[config.mk]
export PLATFORM = sky130hd
export DESIGN_NAME = bus_rr_arbiter
export DESIGN_NICKNAME = d
export VERILOG_FILES = /design/src/rtl/bus_rr_arbiter.sv
export SDC_FILE = /design/constraint.sdc
export NUM_CORES = 1
export LEC_CHECK = 0
export ABC_AREA = 1
export BUFFER_PORTS_ARGS = -buffer_cell sky130_fd_sc_hd__buf_2
export CORE_MARGIN = 2
export CORE_UTILIZATION = 45
export DETAILED_ROUTE_END_ITERATION = 8
export PLACE_DENSITY = 0.69
export SETUP_SLACK_MARGIN = 0.02
export SYNTH_ARGS = -nofsm -noshare
export SYNTH_HDL_FRONTEND = slang
export SYNTH_SLANG_ARGS = --single-unit
[constraint.sdc]
create_clock -name clk -period 3.1 [get_ports clk]
set_input_delay 0.31 -clock clk [delete_from_list [all_inputs] [get_ports clk]]
set_output_delay 0.31 -clock clk [all_outputs]
set_load 0.01 [all_outputs]
[src/rtl/bus_rr_arbiter.sv]
// -----------------------------------------------------------------------------
// bus_rr_arbiter
// Round-robin bus-ownership scheduler for a shared packet bus. Grants exactly
// one requester at a time, bounds each grant with a hold timeout, inserts a
// one-cycle turnaround between owners and keeps saturating per-device grant
// counters.
//
// Parameters
//   drvrs   : number of requesters (2..16)
//   timeout : maximum cycles one grant is held (2..255)
//   cnt_w   : width of each per-requester grant counter
//   id_w    : derived owner-index width
//
// Ports
//   clk      in   single rising-edge clock
//   reset    in   synchronous active-low reset
//   req      in   [drvrs]  per-device bus request
//   done     in   [drvrs]  per-device end-of-transfer pulse (owner only)
//   gnt      out  [drvrs]  one-hot grant, zero when no owner
//   gnt_vld  out           any grant active
//   gnt_id   out  [id_w]   current / last owner index
//   to_pulse out           one-cycle pulse on timeout revocation
//   to_id    out  [id_w]   owner revoked by the most recent timeout
//   gnt_cnt  out  [drvrs*cnt_w] grant counter i at [i*cnt_w +: cnt_w]
// -----------------------------------------------------------------------------
module bus_rr_arbiter #(
    parameter int drvrs   = 4,
    parameter int timeout = 16,
    parameter int cnt_w   = 16,
    parameter int id_w    = $clog2(drvrs)
) (
    input  logic                   clk,
    input  logic                   reset,
    input  logic [drvrs-1:0]       req,
    input  logic [drvrs-1:0]       done,
    output logic [drvrs-1:0]       gnt,
    output logic                   gnt_vld,
    output logic [id_w-1:0]        gnt_id,
    output logic                   to_pulse,
    output logic [id_w-1:0]        to_id,
    output logic [drvrs*cnt_w-1:0] gnt_cnt
);

    localparam int               hold_w   = $clog2(timeout);
    localparam logic [hold_w-1:0] hold_max = hold_w'(timeout - 1);
    localparam logic [cnt_w-1:0]  cnt_max  = {cnt_w{1'b1}};
    localparam logic [drvrs-1:0]  one_hot0 = {{(drvrs-1){1'b0}}, 1'b1};

    typedef enum logic [1:0] {
        IDLE    = 2'd0,
        GRANT   = 2'd1,
        RELEASE = 2'd2
    } state_t;

    state_t                        state_q, state_d;
    logic [id_w-1:0]               ptr_q, ptr_d;
    logic [hold_w-1:0]             hold_q, hold_d;
    logic [id_w-1:0]               owner_q, owner_d;
    logic [drvrs-1:0]              gnt_q, gnt_d;
    logic                          gnt_vld_q, gnt_vld_d;
    logic                          to_pulse_q, to_pulse_d;
    logic [id_w-1:0]               to_id_q, to_id_d;
    logic [drvrs-1:0][cnt_w-1:0]   cnt_q, cnt_d;
    logic [id_w-1:0]               win_s;

    // First requester after p, wrapping; p itself is scanned last. Walking the
    // offsets from far to near lets the nearest hit overwrite the result.
    function automatic logic [id_w-1:0] pick_winner(input logic [drvrs-1:0] r,
                                                    input logic [id_w-1:0]  p);
        logic [id_w-1:0] w;
        logic [id_w-1:0] ix;
        int              idx;
        w = p;
        for (int k = drvrs; k >= 1; k--) begin
            idx = (int'(p) + k) % drvrs;
            ix  = id_w'(idx);
            if (r[ix]) begin
                w = ix;
            end else begin
                w = w;
            end
        end
        return w;
    endfunction

    // Next-state and next-output computation.
    always_comb begin
        state_d    = state_q;
        ptr_d      = ptr_q;
        hold_d     = hold_q;
        owner_d    = owner_q;
        gnt_d      = gnt_q;
        to_pulse_d = 1'b0;
        to_id_d    = to_id_q;
        cnt_d      = cnt_q;
        win_s      = pick_winner(req, ptr_q);

        case (state_q)
            IDLE, RELEASE: begin
                if (|req) begin
                    state_d = GRANT;
                    owner_d = win_s;
                    gnt_d   = one_hot0 << win_s;
                    hold_d  = '0;
                    if (cnt_q[win_s] != cnt_max) begin
                        cnt_d[win_s] = cnt_q[win_s] + cnt_w'(1);
                    end else begin
                        cnt_d[win_s] = cnt_q[win_s];
                    end
                end else begin
                    state_d = IDLE;
                    gnt_d   = '0;
                end
            end
            GRANT: begin
                // Normal release takes priority over a coincident timeout.
                if (done[owner_q] || !req[owner_q]) begin
                    state_d = RELEASE;
                    gnt_d   = '0;
                    ptr_d   = owner_q;
                end else if (hold_q == hold_max) begin
                    state_d    = RELEASE;
                    gnt_d      = '0;
                    ptr_d      = owner_q;
                    to_pulse_d = 1'b1;
                    to_id_d    = owner_q;
                end else begin
                    hold_d = hold_q + hold_w'(1);
                end
            end
            default: begin
                state_d = IDLE;
                gnt_d   = '0;
            end
        endcase

        gnt_vld_d = |gnt_d;
    end

    // State and output registers with synchronous active-low reset.
    always_ff @(posedge clk) begin
        if (!reset) begin
            state_q    <= IDLE;
            ptr_q      <= id_w'(drvrs - 1);
            hold_q     <= '0;
            owner_q    <= '0;
            gnt_q      <= '0;
            gnt_vld_q  <= 1'b0;
            to_pulse_q <= 1'b0;
            to_id_q    <= '0;
            cnt_q      <= '0;
        end else begin
            state_q    <= state_d;
            ptr_q      <= ptr_d;
            hold_q     <= hold_d;
            owner_q    <= owner_d;
            gnt_q      <= gnt_d;
            gnt_vld_q  <= gnt_vld_d;
            to_pulse_q <= to_pulse_d;
            to_id_q    <= to_id_d;
            cnt_q      <= cnt_d;
        end
    end

    assign gnt      = gnt_q;
    assign gnt_vld  = gnt_vld_q;
    assign gnt_id   = owner_q;
    assign to_pulse = to_pulse_q;
    assign to_id    = to_id_q;
    assign gnt_cnt  = cnt_q;

endmodule

==> impl_metrics.env <==
export IMPL_fin_ws_ns=0.190
export IMPL_yosysUniqueCellTypes=36
export IMPL_r2r_slack_ns=0.19
export IMPL_num_vias=5485
export IMPL_worstSkewPairLatency_ns=0.38
export IMPL_diodes=0
export IMPL_fin_worst_skew_ns=0.00994
export IMPL_nets=935
export IMPL_htree_levels=3
export IMPL_cp_num_cells=24
export IMPL_holdPathStages=3
export IMPL_setup_violations=0
export IMPL_power_total_mw=5.69
export IMPL_period_share_pct=93.9
export IMPL_track_usage_pct=26.5
export IMPL_fmax_mhz=344
export IMPL_wirelength_met1_mm=7.08
export IMPL_critPathRequiredTime_ns=3.38
export IMPL_synth_area_mm2=0.00503
export IMPL_antenna_found_initial=0
export IMPL_rr_endpoint="gnt_cnt[46]$_SDFFE_PN0P_"
export IMPL_yosysWarnings=0
export IMPL_dpl_cell_count=1040
export IMPL_via_per_inst=5.14
export IMPL_whs_ns=0.221
export IMPL_crit_type="reg2reg"
export IMPL_io_buffers=83
export IMPL_die_h_um=110
export IMPL_drt_iter0_drc=349
export IMPL_initial_core_util_pct=46.2
export IMPL_coreArea_mm2=0.0109
export IMPL_power_leakage_nw=3.15
export IMPL_instances_no_fill=1067
export IMPL_hold_viol=0
export IMPL_netlist_instances=815
export IMPL_drv_cap=0
export IMPL_vdd_drop_max_uv=517
export IMPL_power_density_mw_per_mm2=924
export IMPL_grt_ovfl_total=0
export IMPL_clockRootBuffer="clkbuf_8"
export IMPL_place_congestion=0.902
export IMPL_grt_max_degree=41
export IMPL_fin_crit_ns=2.91
export IMPL_route_met3_wl_mm=1.15
export IMPL_syn_num_nets=827
export IMPL_final_cell_mix="nand2_1 (230), inv_1 (106), nor2_1 (100)"
export IMPL_rows=38
export IMPL_tritoncts="built"
export IMPL_highest_layer="met4"
export IMPL_hold_buffers=0
export IMPL_tightest_slew_ns=0.605
export IMPL_detail_route_antenna_nets=0
export IMPL_layout_commonest_cell="nand2_1"
export IMPL_rsz0062_at_grt="yes"
export IMPL_slew_viol_final=0
export IMPL_r2r_cells=24
export IMPL_clk_pin_slew_ns=0.09
export IMPL_post_drt_wl_per_cell_um=14.4
export IMPL_cpMaxStageDelayCell="dfxtp_4"
export IMPL_ys_ff_latch=82
export IMPL_dieWidth_um=110
export IMPL_avgSynthCellArea_um2=6.17
export IMPL_grt_pass1_vias=4838
export IMPL_path_buf_inv=3
export IMPL_cts_sinks=82
export IMPL_cp_common_cell="nand2_1"
export IMPL_syn2layout_area_growth_pct=22.5
export IMPL_end_kind="register"
export IMPL_yosysSeqAreaShare_pct=32.7
export IMPL_route_detailed_drc=0
export IMPL_slew_headroom_pct=59.6
export IMPL_dp_slack_ns=0.0260
export IMPL_cp_arrival_ns=3.19
export IMPL_status="finished, final reports clean"
export IMPL_dr_pass1_iters=5
export IMPL_path_max_fanout=7
export IMPL_cp_start_kind="register"
export IMPL_io_pins=84
export IMPL_cp_cell_sequence="inv_4, nand2_1, nand2_1, nand2_1, nand2_2, nand2_4, nand2_4, nand2_8, nand2_8, nor2_2, nand2_1, o21ai_1, nor2_1, ha_2, inv_1, nor2_1, nand2_2, nor2_8, buf_6, nand3_1, nand2_1, nand3_2, nor2_1, nor2_1"
export IMPL_drive_gt1_share_pct=23.7
export IMPL_hold_path_class="in2reg"
export IMPL_hold_path_endpoint="gnt_cnt[9]$_SDFFE_PN0P_"
export IMPL_cts_buffer_depth=2
export IMPL_rr_startpoint="ptr_q[0]$_SDFFE_PN1P_"
export IMPL_fin_tns_setup_ns=0
export IMPL_cp_top_family="simple AND/OR/NAND/NOR gates"
export IMPL_cts_buffers_inserted=9
export IMPL_wl_met2_mm=6.75
export IMPL_worstHoldStart="reset"
export IMPL_totalWireLength_mm=15.3
export IMPL_cpPeakStageDelay_ns=0.37
export IMPL_grt_first_pass_wirelength_mm=24.6
export IMPL_die_area_mm2=0.0120
export IMPL_dp_hpwl_mm=11.0
==> cell usage after synthesis (all sizes together) <==
| library cell | instances | area (µm²) |
|---|---|---|
| ha | 2 | 25.0 |
| nor3b | 1 | 7.51 |
| inv | 111 | 419 |
| o211ai | 2 | 15.0 |
| nand3 | 93 | 546 |
| nand4 | 3 | 18.8 |
| o21ai | 48 | 255 |
| buf | 16 | 133 |
| clkinv | 1 | 3.75 |
| o22ai | 1 | 6.26 |
| clkbuf | 16 | 60.1 |
| dfxtp | 82 | 1640 |
| a21oi | 54 | 285 |
| nor3 | 3 | 15.0 |
| nor4 | 1 | 6.26 |
| nor2 | 120 | 504 |
| a41oi | 1 | 8.76 |
| o31ai | 2 | 15.0 |
| a211oi | 1 | 7.51 |
| nand2 | 257 | 1050 |
==> what timing repair did <==
| action | in CTS | in global routing |
|---|---|---|
| setup buffers | 0 | 11 |
| setup endpoints to repair | 1 | 64 |
| cloned | 0 | 1 |
| gates resized for setup | 1 | 38 |
| pin swaps | 0 | 21 |
==> worst max-delay path by stage <==
stage,start,endpoint,slack (ns)
floorplan,ptr_q[0]$_SDFFE_PN1P_,gnt_cnt[1]$_SDFFE_PN0P_,0.19
global placement,ptr_q[1]$_SDFFE_PN1P_,gnt_cnt[53]$_SDFFE_PN0P_,0.09
detailed placement,ptr_q[0]$_SDFFE_PN1P_,gnt_cnt[28]$_SDFFE_PN0P_,0.03
CTS,ptr_q[1]$_SDFFE_PN1P_,gnt_cnt[45]$_SDFFE_PN0P_,0.04
global route,ptr_q[0]$_SDFFE_PN1P_,gnt_cnt[62]$_SDFFE_PN0P_,-0.06
finish,ptr_q[0]$_SDFFE_PN1P_,gnt_cnt[46]$_SDFFE_PN0P_,0.19
==> where the power goes <==
group          total (mW)  switching [mW]  leakage (nW)  internal (mW)
registers            1.49           0.192         0.671           1.29
clock network       0.947           0.413         0.116          0.534
logic                3.26            2.13          2.37           1.13
total                5.69            2.73          3.15           2.96
==> worst register-to-register path: cells and delay by family, from the launching register on <==
family                     cells  cell delay, ns
AOI/OAI and AO/OA              1            0.06
adders and majority gates      1            0.23
and+or+nand+nor               19            1.85
DFF                            1            0.37
buffers and inverters          3            0.30
==> per-layer routing <==
layer / vias to the layer above / global-route usage (%)
met3: 25 / 5.22
met5: - / 0
met2: 220 / 40.0
met1: 2473 / 37.0
met4: 0 / 10.7
li1: 2767 / -
==> sequential cells by signal, indices dropped and copies added (netlist names) <==
signal / cells
gnt: 4
gnt_cnt: 64
gnt_id: 2
gnt_vld: 1
hold_q: 4
ptr_q: 2
state_q: 2
to_id: 2
to_pulse: 1
==> area by class of cell <==
class,instances,area [µm²]
Fill cell,1084,4730
Tap cell,140,175
Inverter,112,425
Clock inverter,6,115
Sequential cell,82,1650
Timing Repair Buffer,128,772
Multi-Input combinational cell,590,2900
Clock buffer,9,124
==> through the flow <==
step	utilization (%)	instance area (µm²)
after CTS	54.4	5920
after detailed placement	52.2	5680
after floorplan	-	5030
after global placement	52.2	5680
final	56.6	6160
after global routing	56.6	6160
==> logic make-up after synthesis <==
logic type / count (synthesis) / synth area share [%]
flip-flops: 82 / 32.7
adder cells (fa/ha/maj): 2 / 0.498
AND/OR/NAND/NOR: 478 / 42.8
buffers and inverters: 144 / 12.2
AO/OA/AOI/OAI: 109 / 11.8
Note: power is estimated with default switching activity, not from simulation.
